`src/rtl/elevator_call_latch_if.sv`:
```
// Hall-call latch bus: raw buttons and controller status in, latched calls and press pulses out.
interface elevator_call_latch_if;
    logic btn1_raw;
    logic btn2_raw;
    logic floor_sensor;
    logic door_open;
    logic motor_up;
    logic motor_down;
    logic call1;
    logic call2;
    logic press1;
    logic press2;

    modport master (
        output btn1_raw, btn2_raw, floor_sensor, door_open, motor_up, motor_down,
        input  call1, call2, press1, press2
    );

    modport slave (
        input  btn1_raw, btn2_raw, floor_sensor, door_open, motor_up, motor_down,
        output call1, call2, press1, press2
    );
endinterface

```
`src/rtl/elevator_call_latch.sv`:
```
// Hall-call front end: synchronize, debounce, edge-detect and latch both floor buttons.
// Optional SAME_FLOOR_FILTER_EN drops presses at the floor where the car is parked.
module elevator_call_latch #(
    parameter int DEBOUNCE_CYCLES = 4,
    parameter int CNT_W           = 3
) (
    input  logic                 clk,
    input  logic                 rst,
    elevator_call_latch_if.slave bus
);
    localparam logic [CNT_W-1:0] CNT_LAST = CNT_W'(DEBOUNCE_CYCLES - 1);

    // Bit 0 is the floor-1 button, bit 1 the floor-2 button throughout.
    logic [1:0]       raw;
    logic [1:0]       s1;
    logic [1:0]       s2;
    logic [1:0]       deb;
    logic [1:0]       press;
    logic [1:0]       call;
    logic [1:0]       rise;
    logic [1:0]       service;
    logic [1:0]       set_req;
    logic [CNT_W-1:0] cnt [2];

    assign raw     = {bus.btn2_raw, bus.btn1_raw};
    assign service = {bus.door_open & bus.floor_sensor, bus.door_open & ~bus.floor_sensor};

    // A rise is the edge on which the debounced level is about to flip 0->1.
    always_comb begin
        rise = '0;
        for (int i = 0; i < 2; i++) begin
            rise[i] = s2[i] & ~deb[i] & (cnt[i] == CNT_LAST);
        end
    end

`ifdef SAME_FLOOR_FILTER_EN
    logic       parked;
    logic [1:0] at_floor;

    assign parked   = ~bus.motor_up & ~bus.motor_down;
    assign at_floor = {bus.floor_sensor, ~bus.floor_sensor};
    assign set_req  = rise & ~({2{parked}} & at_floor);
`else
    logic unused_motion;

    assign unused_motion = bus.motor_up ^ bus.motor_down;
    assign set_req       = rise;
`endif

    always_ff @(posedge clk) begin
        if (rst) begin
            s1     <= '0;
            s2     <= '0;
            deb    <= '0;
            press  <= '0;
            call   <= '0;
            cnt[0] <= '0;
            cnt[1] <= '0;
        end else begin
            s1    <= raw;
            s2    <= s1;
            press <= rise;
            for (int i = 0; i < 2; i++) begin
                if (s2[i] == deb[i]) begin
                    cnt[i] <= '0;
                end else if (cnt[i] == CNT_LAST) begin
                    deb[i] <= s2[i];
                    cnt[i] <= '0;
                end else begin
                    cnt[i] <= cnt[i] + CNT_W'(1);
                end
                // Service beats a coincident press: the car is already there.
                if (service[i]) begin
                    call[i] <= 1'b0;
                end else if (set_req[i]) begin
                    call[i] <= 1'b1;
                end
            end
        end
    end

    assign bus.call1  = call[0];
    assign bus.call2  = call[1];
    assign bus.press1 = press[0];
    assign bus.press2 = press[1];
endmodule

```
`src/flat_wrapper.sv`:
```
// flat-port wrapper written by rule: the top's interface ports become plain ports
module elevator_call_latch_flat 
#(
    parameter int DEBOUNCE_CYCLES = 4,
    parameter int CNT_W           = 3
)
  (clk, rst, bus_btn1_raw, bus_btn2_raw, bus_floor_sensor, bus_door_open, bus_motor_up, bus_motor_down, bus_call1, bus_call2, bus_press1, bus_press2);
  elevator_call_latch_if bus_i ();
  input  logic clk;
  input  logic rst;
  input wire logic [$bits(bus_i.btn1_raw)-1:0] bus_btn1_raw;
  input wire logic [$bits(bus_i.btn2_raw)-1:0] bus_btn2_raw;
  input wire logic [$bits(bus_i.floor_sensor)-1:0] bus_floor_sensor;
  input wire logic [$bits(bus_i.door_open)-1:0] bus_door_open;
  input wire logic [$bits(bus_i.motor_up)-1:0] bus_motor_up;
  input wire logic [$bits(bus_i.motor_down)-1:0] bus_motor_down;
  output wire logic [$bits(bus_i.call1)-1:0] bus_call1;
  output wire logic [$bits(bus_i.call2)-1:0] bus_call2;
  output wire logic [$bits(bus_i.press1)-1:0] bus_press1;
  output wire logic [$bits(bus_i.press2)-1:0] bus_press2;
  assign bus_i.btn1_raw = bus_btn1_raw;
  assign bus_i.btn2_raw = bus_btn2_raw;
  assign bus_i.floor_sensor = bus_floor_sensor;
  assign bus_i.door_open = bus_door_open;
  assign bus_i.motor_up = bus_motor_up;
  assign bus_i.motor_down = bus_motor_down;
  assign bus_call1 = bus_i.call1;
  assign bus_call2 = bus_i.call2;
  assign bus_press1 = bus_i.press1;
  assign bus_press2 = bus_i.press2;
  elevator_call_latch #(.DEBOUNCE_CYCLES(DEBOUNCE_CYCLES), .CNT_W(CNT_W)) u_core (.clk(clk), .rst(rst), .bus(bus_i));
endmodule
```
`config.mk`:
```
export PLATFORM = sky130hd
export DESIGN_NAME = elevator_call_latch_flat
export DESIGN_NICKNAME = d
export VERILOG_FILES = /design/src/rtl/elevator_call_latch_if.sv /design/src/rtl/elevator_call_latch.sv /design/src/flat_wrapper.sv
export SDC_FILE = /design/constraint.sdc
export NUM_CORES = 1
export LEC_CHECK = 0
export BUFFER_PORTS_ARGS = -buffer_cell sky130_fd_sc_hd__buf_2
export CORE_MARGIN = 2
export CORE_UTILIZATION = 46
export DETAILED_ROUTE_END_ITERATION = 8
export GPL_ROUTABILITY_DRIVEN = 1
export PLACE_DENSITY = 0.81
export SLEW_MARGIN = 30
export SYNTH_ARGS = -nofsm -noshare
export SYNTH_HDL_FRONTEND = slang
export SYNTH_SLANG_ARGS = --single-unit
```
`constraint.sdc`:
```
create_clock -name clk -period 1.15 [get_ports clk]
set_input_delay 0.115 -clock clk [delete_from_list [all_inputs] [get_ports clk]]
set_output_delay 0.115 -clock clk [all_outputs]
set_load 0.05 [all_outputs]
```
==> impl_metrics.json <==
{
  "status": "finished, violations left",
  "violations": "negative setup slack",
  "detail-route-antenna-nets": 0,
  "crit_family": "adder cells",
  "drc_errors": 0,
  "ys_warn_count": 0,
  "rsz0062_at_grt": "true",
  "place_congestion": 0.746,
  "fin_ws_ns": -0.0945,
  "yosysUniqueCellTypes": 17,
  "grt_pass1_wl_um": 1950,
  "syn2layout_area_growth_pct": 39.1,
  "insertion_delay_ns": 0.28,
  "antenna_cells": 0,
  "die_h_um": 41.9,
  "cp-end-kind": "flip-flop",
  "antenna_found_initial": 0,
  "cts_buffer_depth": 2,
  "min_path_type": "in -> reg",
  "avgSynthCellArea_sq_um": 12.3,
  "drtIter0Drc": 4,
  "leakage_nw": 0.354,
  "startpoint_type": "flip-flop",
  "hold_buffers": 0,
  "crit_required_ns": 1.34,
  "cp.arrival_ns": 1.43,
  "setup_violations": 9,
  "gr-total-overflow": 0,
  "worst_ir_drop_vdd_v": 0.00103,
  "layout-drive-gt1-share_pct": 44.0,
  "layout.nets": 90,
  "utilization_pct": 69.9,
  "slowest_stage": "edfxtp_1",
  "dp_hpwl_um": 789,
  "core_area_sq_mm": 0.00132,
  "cp_max_fo": 7,
  "pin_count": 12,
  "report.final.slew_viol_count": 0,
  "maxCapViolCount": 0,
  "syn_inst": 54,
  "holdWs_ns": 0.0317,
  "path_cells": "ha_2 -> ha_4 -> nor2b_4 -> o31ai_1",
  "die_x_um": 41.9,
  "clk_pin_slew_ns": 0.09,
  "ys_seq_elements": 16,
  "initial_core_util_pct": 50.2,
  "vias": 463,
  "grt_use_total_pct": 14.9,
  "cpPeakStageDelay_ns": 0.40,
  "fp-row-count": 13,
  "grt_pass1_vias": 461,
  "fin_crit_ns": 1.24,
  "fin_total_pwr_mw": 1.08,
  "cts_tree": "yes",
  "skew_ns": 0.00126,
  "period_share_pct": 108,
  "viasPerCell": 5.14,
  "stdcell_count": 90,
  "place_inst": 84,
  "fp.dieArea_sq_mm": 0.00176,
  "clock-sinks": 16,
  "fmax_mhz": 804,
  "fin_tns_setup_ns": -0.462,
  "drt-total-wl_um": 1250,
  "cts_root_buf": "clkbuf_4",
  "finalHoldViolCount": 0,
  "synth_area_sq_um": 662,
  "port_buffers": 9,
  "crit_buf_inv": 0,
  "path_class": "reg -> reg",
  "numCtsBuffers": 3,
  "wire_per_inst_um": 13.9,
  "grt_max_degree": 19,
  "layout_commonest_cell": "dfxtp_1",
  "final_cell_mix": "dfxtp_1 (10), buf_2 (9), edfxtp_1 (6), conb_1 (6)",
  "seq_area_frac_synth_pct": 57.5,
  "htreeDepth": 1,
  "power.density_mw_per_mm2": 1170,
  "firstDrtPassIters": 4
}
## timing repair
action | 4_1_cts | 5_1_grt
pin swaps | 3 | 3
buffers inserted | 1 | 1
gates resized for setup | 10 | 6
endpoints found under the setup margin | 10 | 11
## metrics by stage
step                      instance area (sq um)  setup WS (ns)
final                                       921        -0.0945
after global routing                        921         -0.153
after CTS                                   878        -0.0710
after detailed placement                    774         -0.149
after global placement                      774        -0.0366
after floorplan                             711        -0.0106
## Yosys cell counts
library cell  instances  area (sq um)
nor2b_1               4          25.0
nor2_1                2          7.51
buf_6                 2          22.5
nand2_1               2          7.51
nor3_1                1          5.00
o31ai_1               2          15.0
dfxtp_1              10           200
nand4bb_1             2          22.5
inv_1                 4          15.0
ha_1                  6          75.1
conb_1                1          3.75
a211oi_1              1          7.51
a21oi_1               2          10.0
nor4_1                4          25.0
nor4b_1               2          17.5
and2b_1               3          22.5
edfxtp_1              6           180
## where the power goes
part	leakage, nW	switching, mW	internal [mW]
combinational	0.190	0.0498	0.0519
clock	0.0210	0.170	0.192
sequential	0.143	0.00838	0.603
total	0.354	0.228	0.848
## sequential cells by signal (all words and copies together) (netlist names)
name,flops
u_core.press,2
u_core.s1,2
u_core.s2,2
u_core.cnt,6
u_core.deb,2
u_core.call,2
## path summary, 6_finish.rpt
| kind | from | to | slack (ns) | depth (start not counted) |
|---|---|---|---|---|
| max | u_core.cnt[1][0] | u_core.deb[1] | -0.09 | 4 |
| min reg2reg | u_core.s1[0] | u_core.s2[0] | 0.45 | 1 |
| min | bus_door_open | u_core.call[1] | 0.03 | 2 |
| max reg2reg | u_core.cnt[1][0] | u_core.deb[1] | -0.09 | 4 |
## cell type report
type | instances | area [sq um]
flip-flops and latches | 16 | 380
repair buffers | 14 | 86.3
well taps | 15 | 18.8
multi-input cells | 37 | 384
clock buffers | 4 | 36.3
fillers | 90 | 397
inverters | 4 | 15.0
## logic make-up after synthesis
group                    share of synthesized area [%]
buffers and inverters                             5.67
adder cells (fa/ha/maj)                           11.3
AND/OR/NAND/NOR                                   20.0
other                                            0.567
flip-flops                                        57.5
AO/OA/AOI/OAI                                     4.91
## routing by layer
metal | track usage, % | routed length (um) | vias up | part of all wire (%)
li1 | - | - | 230 | -
met1 | 17.9 | 581 | 215 | 46
met2 | 26.3 | 607 | 14 | 48
met3 | 1.30 | 46 | 4 | 3.7
met4 | 7.74 | 19 | 0 | 1.5
met5 | 0 | 0 | - | 0
(Power assumes the default switching activity.)
